$ cat config.mk
export PLATFORM = sky130hd
export DESIGN_NAME = mem_arbiter
export DESIGN_NICKNAME = d
export VERILOG_FILES = /design/src/rtl/mem_arbiter.sv
export SDC_FILE = /design/constraint.sdc
export NUM_CORES = 1
export LEC_CHECK = 0
export CORE_AREA = 2 2 303 305
export DETAILED_ROUTE_END_ITERATION = 8
export DIE_AREA = 0 0 305 307
export GPL_TIMING_DRIVEN = 1
export PLACE_DENSITY = 0.3
export SYNTH_ARGS = -nofsm -noshare
export SYNTH_HDL_FRONTEND = slang
export SYNTH_SLANG_ARGS = --single-unit
$ cat constraint.sdc
create_clock -name clock -period 2 [get_ports clock]
set_input_delay 0.3 -clock clock [delete_from_list [all_inputs] [get_ports clock]]
set_output_delay 0.3 -clock clock [all_outputs]
set_load 0.01 [all_outputs]
$ cat src/rtl/mem_arbiter.sv
// Two-requester memory arbiter: data side has fixed priority, and instruction
// fetch is guaranteed a grant after MAX_WAIT cycles of waiting.
module mem_arbiter #(
  parameter int ADDR_WIDTH = 32,
  parameter int DATA_WIDTH = 128,
  parameter int MAX_WAIT   = 4
) (
  input  logic                    clock,
  input  logic                    reset,
  input  logic [ADDR_WIDTH-1:0]   i_addr,
  input  logic                    i_rd,
  output logic [DATA_WIDTH-1:0]   i_rdata,
  output logic                    i_waitrequest,
  input  logic [ADDR_WIDTH-1:0]   d_addr,
  input  logic                    d_rd,
  input  logic                    d_wr,
  input  logic [DATA_WIDTH-1:0]   d_wdata,
  input  logic [DATA_WIDTH/8-1:0] d_byteenable,
  output logic [DATA_WIDTH-1:0]   d_rdata,
  output logic                    d_waitrequest,
  output logic [ADDR_WIDTH-1:0]   m_addr,
  output logic                    m_rd,
  output logic                    m_wr,
  output logic [DATA_WIDTH-1:0]   m_wdata,
  output logic [DATA_WIDTH/8-1:0] m_byteenable,
  input  logic [DATA_WIDTH-1:0]   m_rdata,
  input  logic                    m_waitrequest,
  output logic                    grant_i,
  output logic                    grant_d
);

  localparam int BE_WIDTH = DATA_WIDTH / 8;
  localparam int CW       = $clog2(MAX_WAIT + 1);

  typedef enum logic [1:0] {
    IDLE    = 2'd0,
    GRANT_I = 2'd1,
    GRANT_D = 2'd2
  } state_t;

  state_t        state;
  logic [CW-1:0] wcnt;
  logic [CW-1:0] wcnt_next;
  logic          d_req;
  logic          i_done;
  logic          d_done;

  function automatic state_t arb(input logic [CW-1:0] w, input logic ird, input logic dreq);
    state_t r;
    if (ird && (w >= CW'(MAX_WAIT)))
      r = GRANT_I;
    else if (dreq)
      r = GRANT_D;
    else if (ird)
      r = GRANT_I;
    else
      r = IDLE;
    return r;
  endfunction

  assign d_req  = d_rd | d_wr;
  assign i_done = (state == GRANT_I) && i_rd && !m_waitrequest;
  assign d_done = (state == GRANT_D) && d_req && !m_waitrequest;

  // Starvation counter: counts cycles fetch has been asking without completing.
  always_comb begin
    wcnt_next = wcnt;
    if (i_done || !i_rd)
      wcnt_next = '0;
    else if (wcnt < CW'(MAX_WAIT))
      wcnt_next = wcnt + CW'(1);
  end

  always_ff @(posedge clock) begin
    if (reset) begin
      state <= IDLE;
      wcnt  <= '0;
    end else begin
      wcnt <= wcnt_next;
      case (state)
        IDLE: state <= arb(wcnt, i_rd, d_req);
        GRANT_I: begin
          if (!i_rd)
            state <= IDLE;
          else if (i_done)
            state <= arb(wcnt_next, i_rd, d_req);
        end
        GRANT_D: begin
          if (!d_req)
            state <= IDLE;
          else if (d_done)
            state <= arb(wcnt_next, i_rd, d_req);
        end
        default: state <= IDLE;
      endcase
    end
  end

  assign grant_i = (state == GRANT_I);
  assign grant_d = (state == GRANT_D);

  // The granted requester's signals pass straight through so an abort drops m_rd/m_wr at once.
  always_comb begin
    m_addr       = '0;
    m_rd         = 1'b0;
    m_wr         = 1'b0;
    m_wdata      = '0;
    m_byteenable = '0;
    case (state)
      GRANT_I: begin
        m_addr       = i_addr;
        m_rd         = i_rd;
        m_byteenable = {BE_WIDTH{1'b1}};
      end
      GRANT_D: begin
        m_addr       = d_addr;
        m_rd         = d_rd;
        m_wr         = d_wr;
        m_wdata      = d_wdata;
        m_byteenable = d_byteenable;
      end
      default: ;
    endcase
  end

  assign i_waitrequest = !i_done;
  assign d_waitrequest = !d_done;
  assign i_rdata       = m_rdata;
  assign d_rdata       = m_rdata;

endmodule

==> metrics.md, run 1 <==
| Metric | Value |
|---|---|
| Status | complete, but fails checks |
| Failing checks | negative setup slack |
| DRC | 0 |
| FP Rows | 111 |
| Worst slew pin tran | 0.377 ns |
| Final WL | 35300 um |
| RSZ-0062 raised after global routing | true |
| Synthesis-to-finish area growth | 115% |
| Seq/Total Area, Yosys | 2.59% |
| CP delay by family, top | buffers and inverters |
| CP Buf/Inv Count | 3 |
| Die Ht | 307 um |
| Initial antenna violation count | 21 |
| Num CTS Buffers | 3 |
| GPL Wtd Cong | 0.707 |
| DR iter-0 viols | 122 |
| Worst EP required | 1.70 ns |
| #FFs+latches synth | 5 |
| Nets | between 1000 and 1500 |
| Slew HR | between 70% and 80% |
| # port buffers | 395 |
| CTS root buffer | clkbuf_16 |
| Final Max Tran Viols | 0 |
| HP Class | flip-flop to flip-flop |
| Clk_lat worst skew | 0.23 ns |
| Max Cap Viol | 0 |
| CP Cell Sequence | inv_4 > ha_4 > buf_8 > and2_4 > clkdlybuf4s50_1 |
| CTS tree | done |
| Post-DP HPWL | slightly above 30000 um |
| Final setup margin | -0.0488 ns |
| EDFF count, synth | 0 |
| Vias in the first global route | ~4800 |
| Router iterations before antenna repair | 4 |
| Critical path's slowest cell | clkdlybuf4s50_1 |
| Global-route wire length before repair | 45300 um |
| Fin crit share | 102% |
| Die ar. | 0.0936 mm2 |
| Crit end category | output port |
| Grt total ovfl | 0 |
| CP max FO | 10 |
| FFs w/ async S/R, synth | 0% |
| Via count | roughly 4400 |
| GR Util All Layers | 7.19% |
| Initial core utilization | 4.26% |
| Fin. Hold Viols | 0 |
| Clk buf depth | 2 |
| Largest net degree at the start of global routing | 19 |
| Clock skew | approximately 0.0027 ns |
| # IOs | slightly below 800 |
| Synth Cell Area | around 0.0039 mm2 |
| Share of layout cells above drive strength 1 | a little under two fifths |
| Startpoint types | flip-flop |
| Detail-routed via count per cell | 2.28 |
| Power per cell area | ~370 mW/mm2 |
| Yosys cell types | 31 |
| Syn_nets | a little over 900 |
| Avg Cell Area, Syn | 6.91 um2 |
| Hold_ws | 0.507 ns |
| Peak VDD IR | 0.292 mV |
| Reg clk slew, reported paths | 0.03 ns |
| H-tree lvl count | 1 |
| Synth Flop Type | dfxtp_1 |
| Overall power | roughly 3.1 mW |
| Yosys warns | 0 |
| Max incr delay on CP | between 0.5 and 0.6 ns |
| Routed length per instance | between 15 and 20 um |
| Mapped Cells | 559 |
| ANT nets after route | 0 |
| Signal arrival time at the worst endpoint | 1.75 ns |
| Die Wd | roughly 300 um |
| Core Area | 0.0907 mm2 |
| Setup violations, final | 6 |
| Crit path kind | flip-flop to output port |
| Fmax | a little under 500 MHz |
| CTS sink cnt | 5 |
| Fin crit period | 2.05 ns |
| Leak Pwr | ~3.2 nW |
path summary, 6_finish.rpt:
check	startpoint	endpoint	slack, ns	depth (start not counted)
max reg2reg	state[0]$_SDFFE_PP0P_	state[0]$_SDFFE_PP0P_	0.08	7
min reg2reg	wcnt[1]$_SDFF_PP0_	wcnt[1]$_SDFF_PP0_	0.51	2
min	wcnt[1]$_SDFF_PP0_	wcnt[1]$_SDFF_PP0_	0.51	2
max	state[0]$_SDFFE_PP0P_	m_wdata[44]	-0.05	5
metal layers:
metal	global-route usage, %	up-vias	wire length [um]
met1	7.25	1956	12000
met4	2.61	14	1440
met2	12.2	437	16800
li1	-	1856	-
met3	4.25	116	4990
met5	0	-	89
stage by stage:
stage	instances	util, %	setup TNS (ns)	setup slack [ns]	instance area (um2)
finish	1922	9.17	-0.176	-0.0488	8320
global route	1920	9.16	-1.39	-0.141	8310
CTS	1917	8.98	-0.731	-0.104	8150
detailed placement	1887	8.65	-48.71	-0.438	7850
global placement	1887	8.65	-44.89	-0.414	7850
floorplan	559	-	0	0.102	3860
synth_stat cells (2+ instances only):
cell / count / share of area [%]
clkbuf_1: 28 / 2.7
buf_4: 256 / 50
ha_1: 5 / 1.6
nand2b_1: 2 / 0.32
dfxtp_1: 5 / 2.6
o21ai_0: 3 / 0.39
nor2_2: 2 / 0.32
or2_2: 3 / 0.49
a21oi_1: 18 / 2.3
a22oi_1: 32 / 6.2
nand2_1: 3 / 0.29
nor2b_1: 49 / 7.9
nor2_1: 5 / 0.49
inv_1: 3 / 0.29
and2_1: 129 / 21
area by class of cell:
class	instances	area [um2]
repair buffers	458	4660
well taps	1186	1480
inverters	3	16.3
fillers	10577	82400
flip-flops and latches	5	105
diodes	2	5.00
clock buffers	4	78.8
multi-input cells	264	1970
kinds of logic (layout without fill, tap and decap cells):
group	after synthesis	count (layout)	share of synthesized area, %
buffers and inverters	290	465	53.3
and+or+nand+nor	197	197	31.6
AOI/OAI and AO/OA	60	60	10.4
adders and majority gates	5	5	1.62
DFF	5	5	2.59
xor gates and xnor gates	1	1	0.227
muxes	1	1	0.259
other	0	2	0
cell usage in the layout, fill, tap and decap left out, types with 2 or more instances in the layout:
| cell type | n |
|---|---|
| nor2b_1 | 41 |
| o21ai_0 | 2 |
| clkbuf_16 | 5 |
| dlygate4sd2_1 | 27 |
| and2_4 | 17 |
| ha_1 | 2 |
| buf_16 | 5 |
| buf_8 | 7 |
| clkdlybuf4s15_1 | 18 |
| a21oi_1 | 14 |
| nand2_1 | 3 |
| nor2b_4 | 4 |
| diode_2 | 2 |
| bufbuf_16 | 4 |
| nor2_2 | 2 |
| buf_12 | 38 |
| nor2b_2 | 4 |
| buf_2 | 70 |
| clkbuf_2 | 18 |
| a22oi_1 | 8 |
| and2_1 | 108 |
| a22oi_2 | 24 |
| nor2_1 | 5 |
| dfxtp_1 | 3 |
| inv_4 | 2 |
| ha_4 | 3 |
| or2_2 | 3 |
| a21oi_2 | 4 |
| clkdlybuf4s50_1 | 214 |
| nand2b_1 | 2 |
| and2_2 | 4 |
| buf_6 | 12 |
| buf_4 | 39 |
| clkdlybuf4s15_2 | 3 |
worst reg2reg max path, stage by stage (launching register included):
cell     delay [ns]
dfxtp_2        0.32
buf_4          0.15
ha_4           0.18
buf_4          0.14
buf_4          0.13
or4b_1         0.51
a211o_1        0.29
a21oi_2        0.13
state kept, by name, indices dropped and copies added, names as in the netlist:
| name | flops |
|---|---|
| wcnt | 3 |
| state | 2 |
power breakdown:
part | leakage (nW) | switching, mW | internal (mW)
combinational | 3.08 | 1.09 | 1.56
sequential | 0.0420 | 0.00767 | 0.108
clock | 0.0382 | 0.0606 | 0.264
timing repair:
action / in CTS / in global routing
hold buffers: 0 / 0
buffers inserted: 20 / 2
endpoints found under the setup margin: 183 / 110
cloned: 8 / 2
pin swaps: 5 / 6
resized for setup: 435 / 105
(Power assumes the default switching activity.)
==> run 2: changes to the inputs <==
CAP_MARGIN = 20   (was default)
TNS_END_PERCENT = 30   (was default)
==> metrics.md, run 2 (synthesis gave the netlist of run 1 again) <==
| Metric | Value |
|---|---|
| GPL Wtd Cong | 0.707 (unchanged) |
| Post-DP HPWL | 30500 um (unchanged) |
| Router iterations before antenna repair | 4 (unchanged) |
| Routed length per instance | 18.2 um (-0.92%) |
| Slew HR | 74.3% (unchanged) |
| Core Area | 0.0907 mm2 (unchanged) |
| Final Max Tran Viols | 0 (unchanged) |
| Clk buf depth | 2 (unchanged) |
| RSZ-0062 raised after global routing | true |
| Startpoint types | flip-flop |
| Peak VDD IR | 0.291 mV (-0.34%) |
| Num CTS Buffers | 3 (unchanged) |
| Worst EP required | 1.70 ns (about the same) |
| Final setup margin | -0.0564 ns (-0.00763 ns) |
| Max incr delay on CP | 0.53 ns (about the same) |
| H-tree lvl count | 1 (unchanged) |
| Leak Pwr | 3.32 nW (+5.2%) |
| CTS root buffer | clkbuf_16 |
| CTS sink cnt | 5 (unchanged) |
| CP delay by family, top | buffers and inverters |
| Overall power | 3.07 mW (-0.82%) |
| Die Wd | 305 um (unchanged) |
| Clk_lat worst skew | 0.23 ns (about the same) |
| Critical path's slowest cell | clkdlybuf4s50_1 |
| Most common cell after layout, fill and taps aside | clkdlybuf4s50_1 |
| # IOs | 780 (unchanged) |
| Most flops, register | wcnt |
| Biggest regs | wcnt (3), state (2) |
| Clock skew | 0.00274 ns (+0.0000229 ns) |
| Share of layout cells above drive strength 1 | 33.1% (-4.0 points) |
| Global-route wire length before repair | 45000 um (-0.68%) |
| Max Cap Viol | 0 (unchanged) |
| Hold_ws | 0.507 ns (+0.0000300 ns) |
| Initial antenna violation count | 21 (unchanged) |
| CP Cell Sequence | inv_4 > ha_4 > buf_12 > buf_8 > and2_1 > clkdlybuf4s50_1 |
| ANT nets after route | 0 (unchanged) |
| Via count | 4381 (+0.046%) |
| Most frequent cells in the layout | clkdlybuf4s50_1 (214), and2_1 (101), dlygate4sd2_1 (62), buf_2 (46) |
| Post-layout utilization of the core | 9.28% (+0.12 points) |
| Die ar. | 0.0936 mm2 (unchanged) |
| CTS tree | done |
| Nets | 1082 (unchanged) |
| Status | complete, but fails checks |
| # port buffers | 395 (unchanged) |
| Vias in the first global route | 4793 (-0.52%) |
| FP Rows | 111 (unchanged) |
| DRC | 0 (unchanged) |
| Placed cells | 1887 (unchanged) |
| CP max FO | 18 (+8) |
| Largest net degree at the start of global routing | 24 (+5) |
| Largest register FFs | 3 (unchanged) |
| Initial core utilization | 4.26% (unchanged) |
| Hold-fix buffers, CTS | 0 (unchanged) |
| HP Class | flip-flop to flip-flop |
| CP Buf/Inv Count | 4 (+1) |
| Setup violations, final | 8 (+2) |
| Signal arrival time at the worst endpoint | 1.76 ns (about the same) |
| GR Util All Layers | 7.13% (-0.057 points) |
| Fin crit share | 103% (+0.38 points) |
| Power per cell area | 364 mW/mm2 (-2.1%) |
| Die Ht | 307 um (unchanged) |
| Fin. Hold Viols | 0 (unchanged) |
| Final std cells w/o fill | 1921 (-0.052%) |
| Reg clk slew, reported paths | 0.03 ns (about the same) |
| Synthesis-to-finish area growth | 118% |
| Crit path kind | flip-flop to output port |
| DR iter-0 viols | 96 (-21%) |
| Fin crit period | 2.06 ns (+0.00763 ns) |
| Fmax | 486 MHz (-0.37%) |
| Final WL | 35000 um (-0.97%) |
| Detail-routed via count per cell | 2.28 (about the same) |
| Worst slew pin tran | 0.377 ns (+0.000000119 ns) |
| Grt total ovfl | 0 (unchanged) |
| Failing checks | negative setup slack |
| Crit end category | output port |
run 2: repair_timing:
action / CTS / global route
cloned: 7 / 1
pin swaps: 5 / 6
setup endpoints to repair: 183 / 106
resized for setup: 365 / 85
setup buffers: 12 / 12
run 2: cell type report:
type,instances,area [um2]
repair buffers,458,4740
multi-input cells,264,1990
inverters,3,16.3
fillers,10578,82300
clock buffers,4,78.8
well taps,1186,1480
flip-flops and latches,5,105
diodes,1,2.50
run 2: path summary, 6_finish.rpt:
check	from	end	slack, ns	cells past startpoint
worst max register to register	state[0]$_SDFFE_PP0P_	state[0]$_SDFFE_PP0P_	0.08	7
worst min-delay path	wcnt[1]$_SDFF_PP0_	wcnt[1]$_SDFF_PP0_	0.51	2
worst min register to register	wcnt[1]$_SDFF_PP0_	wcnt[1]$_SDFF_PP0_	0.51	2
worst max-delay path	state[0]$_SDFFE_PP0P_	m_wdata[119]	-0.06	6
run 2: stage by stage:
| stage | area (um2) | setup WS (ns) | TNS (ns) |
|---|---|---|---|
| 3_3_place_gp | 7850 | -0.414 | -44.89 |
| 4_1_cts | 8160 | -0.147 | -1.29 |
| 3_5_place_dp | 7850 | -0.438 | -48.71 |
| 6_report | 8420 | -0.0564 | -0.210 |
| 5_1_grt | 8420 | -0.144 | -1.13 |
| 2_1_floorplan | 3860 | 0.102 | 0 |
run 2: worst reg2reg max path, cell delays in order (launching register included):
cell and delay [ns]:
dfxtp_2 0.32, buf_4 0.15, ha_4 0.18, buf_4 0.13, buf_4 0.13, or4b_1 0.51
a211o_1 0.29, a21oi_2 0.13
run 2: metal layers:
layer	global-route usage, %	part of all wire, %	vias to the layer above	routed length (um)
li1	-	-	1854	-
met1	7.14	35	1952	12100
met2	12.1	47	439	16600
met3	4.31	14	120	4740
met4	2.60	4.2	16	1460
met5	0	0.33	-	114
run 2: power by group:
| group | switching, mW | total [mW] | internal (mW) |
|---|---|---|---|
| combinational | 1.08 | 2.63 | 1.55 |
| sequential | 0.00804 | 0.116 | 0.108 |
| clock | 0.0608 | 0.325 | 0.264 |
==> run 3: changes to the inputs <==
CORE_AREA = 5 5 298 300   (was 2 2 303 305)
DIE_AREA = 0 0 303 305   (was 0 0 305 307)
==> metrics.md, run 3 (synthesis gave the netlist of run 1 again) <==
| Metric | Value |
|---|---|
| Status | complete, no violations |
| Initial antenna violation count | 15 (-29%) |
| Most common cell after layout, fill and taps aside | clkdlybuf4s50_1 |
| Clk_lat worst skew | 0.23 ns (about the same) |
| Router iterations before antenna repair | 4 (unchanged) |
| Post-DP HPWL | 25300 um (-17%) |
| Most flops, register | wcnt |
| Initial core utilization | 4.50% (+0.24 points) |
| Via count | 4100 (-6.4%) |
| Dpl ws | -0.167 ns (+0.271 ns) |
| RSZ-0062 raised after global routing | true |
| DR iter-0 viols | 132 (+38%) |
| Final setup margin | 0.0324 ns (+0.0889 ns) |
| CP max FO | 6 (-12) |
| Grt total ovfl | 0 (unchanged) |
| Fin. Hold Viols | 0 (unchanged) |
| Fmax | 508 MHz (+4.5%) |
| ANT nets after route | 0 (unchanged) |
| Final WL | 31500 um (-9.9%) |
| Synthesis-to-finish area growth | 102% |
| Num CTS Buffers | 3 (unchanged) |
| Critical path's slowest cell | dfxtp_2 |
| Worst EP required | 1.70 ns (about the same) |
| Routed length per instance | 16.8 um (-7.9%) |
| Signal arrival time at the worst endpoint | 1.67 ns (-0.09 ns) |
| Die Wd | 303 um (-0.66%) |
| Final Max Tran Viols | 0 (unchanged) |
| Crit path kind | flip-flop to output port |
| Die ar. | 0.0924 mm2 (-1.3%) |
| H-tree lvl count | 1 (unchanged) |
| FP Rows | 108 (-2.7%) |
| GR Util All Layers | 6.40% (-0.73 points) |
| CTS sink cnt | 5 (unchanged) |
| # IOs | 780 (unchanged) |
| Max Cap Viol | 0 (unchanged) |
| Worst slew pin tran | 0.359 ns (-0.0176 ns) |
| CTS root buffer | clkbuf_16 |
| Nets | 1062 (-1.8%) |
| Global-route wire length before repair | 40400 um (-10%) |
| GPL Wtd Cong | 0.712 (+0.65%) |
| Vias in the first global route | 4491 (-6.3%) |
| Share of layout cells above drive strength 1 | 27.9% (-5.2 points) |
| Layout Cell Area excl Fill | 0.00781 mm2 (-7.3%) |
| # port buffers | 395 (unchanged) |
| Setup TNS | 0 ns (+0.210 ns) |
| Max incr delay on CP | 0.32 ns (-0.21 ns) |
| Clock skew | 0.000137 ns (-0.00260 ns) |
| Biggest regs | wcnt (3), state (2) |
| Startpoint types | flip-flop |
| Leak Pwr | 2.99 nW (-9.8%) |
| Most Frequent Cell on Critical Path | buf_12 |
| CTS tree | done |
| Setup violations, final | 0 (-8) |
| Fin crit share | 98.4% (-4.4 points) |
| Core Area | 0.0859 mm2 (-5.2%) |
| Placed inst area | 0.00744 mm2 (-5.2%) |
| CP Buf/Inv Count | 6 (+2) |
| Crit end category | output port |
| Reg clk slew, reported paths | 0.03 ns (about the same) |
| Hold-fix buffers, CTS | 0 (unchanged) |
| Peak VDD IR | 0.293 mV (+0.78%) |
| Overall power | 2.70 mW (-12%) |
| Most frequent cells in the layout | clkdlybuf4s50_1 (214), and2_1 (119), dlygate4sd2_1 (82), nor2b_1 (46), buf_2 (42) |
| Clk buf depth | 2 (unchanged) |
| Slew HR | 75.5% (+1.2 points) |
| CP delay by family, top | buffers and inverters |
| Fin crit period | 1.97 ns (-0.0889 ns) |
| Largest register FFs | 3 (unchanged) |
| Die Ht | 305 um (-0.65%) |
| DRC | 0 (unchanged) |
| Detail-routed via count per cell | 2.18 (-4.3%) |
| Power per cell area | 346 mW/mm2 (-4.9%) |
| HP Class | flip-flop to flip-flop |
| Largest net degree at the start of global routing | 50 (+110%) |
| CP Cell Sequence | inv_2 > ha_4 > buf_12 > buf_8 > buf_12 > buf_6 > a22oi_2 > nor2b_1 > buf_2 |
[run 3: worst paths after layout]
| kind | startpoint | to | slack [ns] | depth (start not counted) |
|---|---|---|---|---|
| max | state[0]$_SDFFE_PP0P_ | m_addr[24] | 0.03 | 9 |
| min | wcnt[1]$_SDFF_PP0_ | wcnt[1]$_SDFF_PP0_ | 0.52 | 2 |
| max reg2reg | state[1]$_SDFFE_PP0P_ | state[0]$_SDFFE_PP0P_ | 0.10 | 7 |
| min reg2reg | wcnt[1]$_SDFF_PP0_ | wcnt[1]$_SDFF_PP0_ | 0.52 | 2 |
[run 3: final cells by class]
type | count | area, um2
inverters | 3 | 13.8
repair buffers | 438 | 4200
diodes | 9 | 22.5
well taps | 1155 | 1450
flip-flops and latches | 5 | 105
fillers | 10152 | 78100
clock buffers | 4 | 78.8
multi-input cells | 264 | 1940
[run 3: report_power, final]
part | switching [mW] | internal, mW
combinational | 1.01 | 1.25
clock | 0.0647 | 0.264
sequential | 0.00791 | 0.108
[run 3: worst min-delay path, stage by stage (launching register included)]
cell	delay [ns]
dfxtp_1	0.33
mux2i_1	0.08
nor2_1	0.08
[run 3: metrics by stage]
step,util (%),hold WS (ns),cells
final,9.09,0.523,1878
after global routing,9.07,0.569,1871
after CTS,9.19,0.513,1871
after detailed placement,8.65,0.505,1843
after global placement,8.65,0.484,1843
after floorplan,-,0.369,559
[run 3: routing by layer]
| layer | share of wire [%] | global-route usage, % | vias to the layer above |
|---|---|---|---|
| met1 | 34 | 6.49 | 1770 |
| met3 | 18 | 4.67 | 116 |
| li1 | - | - | 1820 |
| met2 | 43 | 9.87 | 384 |
| met5 | 0.22 | 0 | - |
| met4 | 5.2 | 3.01 | 10 |
[run 3: what timing repair did]
item / 4_1_cts / 5_1_grt
resized for setup: 378 / 60
cloned: 10 / 0
setup buffers: 14 / 2
pin swaps: 4 / 3
setup endpoints to repair: 176 / 91
